--- src/rtl/mcp3201_responder.sv ---
// MCP3201 ADC slave emulator: answers SPI-style conversion frames from a
// master with a latched sample word, MSB-first followed by the LSB-first tail.
module mcp3201_responder #(
   parameter int RESOLUTION  = 12,
   parameter int SYNC_STAGES = 2
) (
   input  logic                  clk_i,
   input  logic                  Reset_i,
   input  logic                  SCLK_i,
   input  logic                  nCS_i,
   input  logic [RESOLUTION-1:0] sample_i,
   output logic                  d_out_o,
   output logic                  d_out_oe_o,
   output logic [RESOLUTION-1:0] word_o,
   output logic                  frame_done_o,
   output logic                  frame_abort_o
);

   typedef enum logic [1:0] {
      WAIT_IDLE,
      IDLE,
      ACTIVE
   } state_t;

   // A frame is complete once the sample period, null bit and all MSB-first
   // data bits have been clocked out.
   localparam int FULL_LEN = RESOLUTION + 2;
   localparam int LAST_BIT = 2 * RESOLUTION + 1;

   logic [SYNC_STAGES-1:0] sclkSync_q;
   logic [SYNC_STAGES-1:0] ncsSync_q;
   logic                   sclkPrev_q;
   logic                   ncsPrev_q;
   logic [SYNC_STAGES:0]   settle_q;

   state_t                 state_q;
   logic [4:0]             nCount_q;
   logic [RESOLUTION-1:0]  word_q;
   logic                   dOut_q;
   logic                   oe_q;
   logic                   done_q;
   logic                   abort_q;

   logic                   sclkSync;
   logic                   ncsSync;
   logic                   sclkFall;
   logic                   ncsFall;
   logic                   ncsRise;
   logic [4:0]             nCount_d;
   logic                   dOut_d;

   // Serial data bit for falling-edge count n: two zeros, the word MSB first,
   // then bits 1..RESOLUTION-1 LSB first (B0 shared), then zeros.
   function automatic logic bitFor(input logic [4:0] n, input logic [RESOLUTION-1:0] w);
      int                    idx;
      logic                  sel;
      logic [RESOLUTION-1:0] sh;
      idx = 0;
      sel = 1'b0;
      if (int'(n) >= 3 && int'(n) <= RESOLUTION + 2) begin
         idx = RESOLUTION + 2 - int'(n);
         sel = 1'b1;
      end else if (int'(n) >= RESOLUTION + 3 && int'(n) <= LAST_BIT) begin
         idx = int'(n) - (RESOLUTION + 2);
         sel = 1'b1;
      end
      sh = w >> idx;
      return sel & sh[0];
   endfunction

   // Bring SCLK and nCS into the clk_i domain and keep one extra copy for edge
   // detection; settle_q marks when the nCS chain reflects the pin after reset.
   always_ff @(posedge clk_i or posedge Reset_i) begin
      if (Reset_i) begin
         sclkSync_q <= '0;
         ncsSync_q  <= '1;
         sclkPrev_q <= 1'b0;
         ncsPrev_q  <= 1'b1;
         settle_q   <= '0;
      end else begin
         sclkSync_q <= {sclkSync_q[SYNC_STAGES-2:0], SCLK_i};
         ncsSync_q  <= {ncsSync_q[SYNC_STAGES-2:0], nCS_i};
         sclkPrev_q <= sclkSync_q[SYNC_STAGES-1];
         ncsPrev_q  <= ncsSync_q[SYNC_STAGES-1];
         settle_q   <= {settle_q[SYNC_STAGES-1:0], 1'b1};
      end
   end

   // Edge detection plus the next count and next data bit for an SCLK fall.
   always_comb begin
      sclkSync = sclkSync_q[SYNC_STAGES-1];
      ncsSync  = ncsSync_q[SYNC_STAGES-1];
      sclkFall = sclkPrev_q & ~sclkSync;
      ncsFall  = ncsPrev_q & ~ncsSync;
      ncsRise  = ~ncsPrev_q & ncsSync;
      nCount_d = (nCount_q == 5'd31) ? nCount_q : nCount_q + 5'd1;
      dOut_d   = bitFor(nCount_d, word_q);
   end

   // Frame state machine; a chip-select edge always wins over a coincident
   // SCLK edge, and the reset value of the nCS chain is not trusted as "high".
   always_ff @(posedge clk_i or posedge Reset_i) begin
      if (Reset_i) begin
         state_q  <= WAIT_IDLE;
         nCount_q <= 5'd0;
         word_q   <= '0;
         dOut_q   <= 1'b0;
         oe_q     <= 1'b0;
         done_q   <= 1'b0;
         abort_q  <= 1'b0;
      end else begin
         done_q  <= 1'b0;
         abort_q <= 1'b0;
         case (state_q)
            WAIT_IDLE: begin
               if (settle_q[SYNC_STAGES] && ncsSync) begin
                  state_q <= IDLE;
               end
            end
            IDLE: begin
               if (ncsFall) begin
                  state_q  <= ACTIVE;
                  word_q   <= sample_i;
                  nCount_q <= 5'd0;
                  oe_q     <= 1'b1;
                  dOut_q   <= 1'b0;
               end
            end
            ACTIVE: begin
               if (ncsRise) begin
                  state_q <= IDLE;
                  oe_q    <= 1'b0;
                  dOut_q  <= 1'b0;
                  if (int'(nCount_q) >= FULL_LEN) begin
                     done_q <= 1'b1;
                  end else if (nCount_q != 5'd0) begin
                     abort_q <= 1'b1;
                  end
               end else if (sclkFall) begin
                  nCount_q <= nCount_d;
                  dOut_q   <= dOut_d;
               end
            end
            default: begin
               state_q <= WAIT_IDLE;
            end
         endcase
      end
   end

   assign d_out_o       = dOut_q;
   assign d_out_oe_o    = oe_q;
   assign word_o        = word_q;
   assign frame_done_o  = done_q;
   assign frame_abort_o = abort_q;

endmodule
--- config.mk ---
export PLATFORM = sky130hd
export DESIGN_NAME = mcp3201_responder
export DESIGN_NICKNAME = d
export VERILOG_FILES = /design/src/rtl/mcp3201_responder.sv
export SDC_FILE = /design/constraint.sdc
export NUM_CORES = 1
export LEC_CHECK = 0
export CAP_MARGIN = 10
export CORE_ASPECT_RATIO = 0.75
export CORE_UTILIZATION = 40
export CTS_CLUSTER_SIZE = 40
export DETAILED_ROUTE_END_ITERATION = 8
export HOLD_SLACK_MARGIN = 0.05
export MAX_ROUTING_LAYER = met4
export PLACE_DENSITY = 0.74
export SETUP_SLACK_MARGIN = 0.3
export SLEW_MARGIN = 20
export SYNTH_ARGS = -nofsm -noshare
export SYNTH_HDL_FRONTEND = slang
export SYNTH_SLANG_ARGS = --single-unit
--- constraint.sdc ---
create_clock -name clk_i -period 4 [get_ports clk_i]
set_clock_uncertainty 0.2 [all_clocks]
set_input_delay 0.6 -clock clk_i [delete_from_list [all_inputs] [get_ports clk_i]]
set_output_delay 0.6 -clock clk_i [all_outputs]
set_load 0.05 [all_outputs]
==> impl_metrics.env, run 1 <==
export IMPL_run_status="completed"
export IMPL_cts_buffers=5
export IMPL_finalSetupViolCount=0
export IMPL_gp_congestion=0.766
export IMPL_rsz0062_at_grt="no"
export IMPL_nNetsFinal=231
export IMPL_max_freq_mhz=290
export IMPL_vias_per_cell=4.90
export IMPL_syn_inst=175
export IMPL_drc=0
export IMPL_fin_crit_ns=3.45
export IMPL_fin_cells=265
export IMPL_synth_area_sq_um=1790
export IMPL_root_buffer="clkbuf_8"
export IMPL_pwr_share_seq=0.315
export IMPL_coreArea_sq_um=4180
export IMPL_r2r_setup_slack_ns=0.55
export IMPL_slew_viol_final=0
export IMPL_postSynth_asyncResetShare=1.00
export IMPL_wl_per_cell_microns=13.0
export IMPL_die_x_microns=79.2
export IMPL_via_count=1298
export IMPL_cts_setup_buffers=0
export IMPL_setup_ws_ns=0.548
export IMPL_dp_slack_ns=0.357
export IMPL_clkTransAtPathRegs_ns=0.06
export IMPL_synthFlopType="dfrtp_1"
export IMPL_area_growth_pct=24.3
export IMPL_reg2regPathDepth=11
export IMPL_hold_viol_final=0
export IMPL_clock_sinks=32
export IMPL_synth_edff_count=0
export IMPL_grt_max_degree=33
export IMPL_cts_buffer_depth=2
export IMPL_timing_slew_headroom=0.661
export IMPL_cts_tree="yes"
export IMPL_leakage_nw=1.00
export IMPL_worstSetupPathType="reg2reg"
export IMPL_pin_count=32
export IMPL_portBuffers=31
export IMPL_antenna_cells=0
export IMPL_synth_seq_cells=32
export IMPL_synth_top_area_share=0.406
export IMPL_cp_end_kind="register"
export IMPL_final_layout_size_suffix_gt1_frac=0.176
export IMPL_reg2reg_from="nCount_q[0]"
export IMPL_setup_tns_ns=0
export IMPL_drv_cap=0
export IMPL_p_clk_frac=0.162
export IMPL_worstReg2RegEnd="d_out_o"
export IMPL_antenna_found_initial=0
export IMPL_crit_start="nCount_q[0]"
export IMPL_hold_buffers=0
export IMPL_period_share=0.863
export IMPL_cp_data_required_time_ns=3.94
export IMPL_start_util=0.428
export IMPL_power_density_nw_per_um2=699
export IMPL_seqCellArea_sq_um=807
export IMPL_min_path_type="reg2reg"
export IMPL_synth_area_top_cells="dfrtp_1 (41%), nand2_1 (9.9%), mux2i_1 (6.2%)"
export IMPL_drt_wl_total_mm=3.45
export IMPL_worstPathArrival_ns=3.40
export IMPL_switchingPower_mw=0.669
export IMPL_fillers=366
export IMPL_drt_initial_drc_count=37
export IMPL_fp_dieH_microns=59.9
export IMPL_ctsResizeCount=0
export IMPL_intPower_mw=0.884
export IMPL_placedCellCount=257
export IMPL_synth_largest_area_cell="dfrtp_1"
export IMPL_htreeDepth=2
export IMPL_worstSkewPairLatency_ns=0.28
export IMPL_comb_power_share=0.523
export IMPL_syn_area_per_cell_sq_um=10.2
export IMPL_first_global_vias=1238
export IMPL_dpl_hpwl_mm=2.56
export IMPL_synth_warnings=0
export IMPL_row_count=20
export IMPL_synth_cell_types=51
export IMPL_p_total_mw=1.55
export IMPL_postSynthNetCount=197
export IMPL_crit_end="d_out_o"
export IMPL_dr_pass1_iters=4
export IMPL_worst_pin_slew_ns=0.507
export IMPL_synth_commonest_cells="nand2_1 (47), dfrtp_1 (29), mux2i_1 (11)"
export IMPL_track_usage=0.170
export IMPL_die_area_sq_um=4740
export IMPL_ir_drop_mv=0.542
export IMPL_yosys_cell_count_top_type="nand2_1"
export IMPL_cp_max_fo=11
export IMPL_multi_input_area_sq_um=901
export IMPL_start_kind="register"
export IMPL_swShare=0.431
export IMPL_yosysSeqAreaShare=0.450
export IMPL_ant_nets=0
export IMPL_grt_pass1_wl_mm=5.88
export IMPL_gr_total_overflow=0
[layout make-up]
type	count	area share
multi-input cells	131	0.405
flip-flops and latches	32	0.363
repair buffers	34	0.150
clock buffers	7	0.0389
well taps	55	0.0310
inverters	5	0.00845
clock inverters	1	0.00338
[per-stage QoR]
stage | hold WS [ns] | utilization | cell area, sq um
after floorplan | 0.131 | - | 1790
final | 0.148 | 0.532 | 2220
after CTS | 0.151 | 0.531 | 2220
after global placement | 0.133 | 0.508 | 2120
after detailed placement | 0.136 | 0.508 | 2120
after global routing | 0.157 | 0.532 | 2220
[state kept, by name, summed over array words and instances (netlist names)]
name	count
frame_done_o	1
state_q	2
word_o	12
ncsSync_q	2
d_out_o	1
frame_abort_o	1
nCount_q	5
ncsPrev_q	1
sclkSync_q	2
settle_q	3
d_out_oe_o	1
sclkPrev_q	1
[worst min-delay path by stage]
| stage | from | to | slack, ns | cells after the start |
|---|---|---|---|---|
| after global placement | settle_q[1] | settle_q[2] | 0.13 | 0 |
| after CTS | sclkSync_q[0] | sclkSync_q[1] | 0.15 | 0 |
| after global routing | sclkSync_q[0] | sclkSync_q[1] | 0.16 | 0 |
| final | sclkSync_q[0] | sclkSync_q[1] | 0.15 | 0 |
| after detailed placement | sclkSync_q[0] | sclkSync_q[1] | 0.14 | 0 |
| after floorplan | sclkSync_q[0] | sclkSync_q[1] | 0.13 | 0 |
[kinds of logic after synthesis]
family	Yosys count	synth area share
AO/OA/AOI/OAI	32	0.163
XOR/XNOR	4	0.0238
adder cells (fa/ha/maj)	6	0.0420
buffers and inverters	12	0.0476
flip-flops	32	0.450
multiplexers	12	0.0700
other	1	0.00210
AND/OR/NAND/NOR	76	0.202
[power groups by stage]
stage	registers [mW]	clock network (mW)	logic, mW
floorplan	0.690	0	0.402
global placement	0.491	0	0.804
detailed placement	0.492	0	0.814
CTS	0.488	0.257	0.817
global route	0.504	0.274	0.872
finish	0.489	0.252	0.812
[metal layers]
metal / up-vias / track usage / wire (microns)
li1: 669 / - / -
met3: 2 / 0.0397 / 129
met2: 29 / 0.236 / 1390
met4: 0 / 0.0468 / 21
met5: - / - / 0
met1: 598 / 0.245 / 1910
[cells in the final DEF, fill, tap and decap left out, types with 2 or more instances in the layout]
cell type and count:
nor2_1 6, nor2b_1 4, o211ai_1 2, buf_4 3, nand2b_1 3, dfrtp_1 27
a31oi_1 2, nand2_1 47, clkbuf_8 6, dfrtp_2 2, clkdlybuf4s50_1 31, nand3_1 5
ha_1 5, o21ai_0 7, xnor2_1 2, dfstp_2 3, inv_1 5, a21oi_2 2
mux2i_1 11, o22ai_1 2
[worst max-delay path: stages, from the launching register on]
cell and delay [ns]:
dfrtp_2 0.47, ha_2 0.29, nand4_2 0.24, mux2_4 0.42, ha_1 0.22, or3_4 0.35
o31ai_4 0.32, a2bb2oi_4 0.27, mux2i_1 0.22, mux2i_1 0.09, mux2i_1 0.12, o211ai_1 0.11
No activity file was read; power rests on OpenSTA's default activity.
==> inputs of run 2 (changes only) <==
- ABC_CLOCK_PERIOD_IN_PS: unset -> 4000
==> results of run 2 <==
The final DEF is identical to that of run 1; final timing and power are the same.
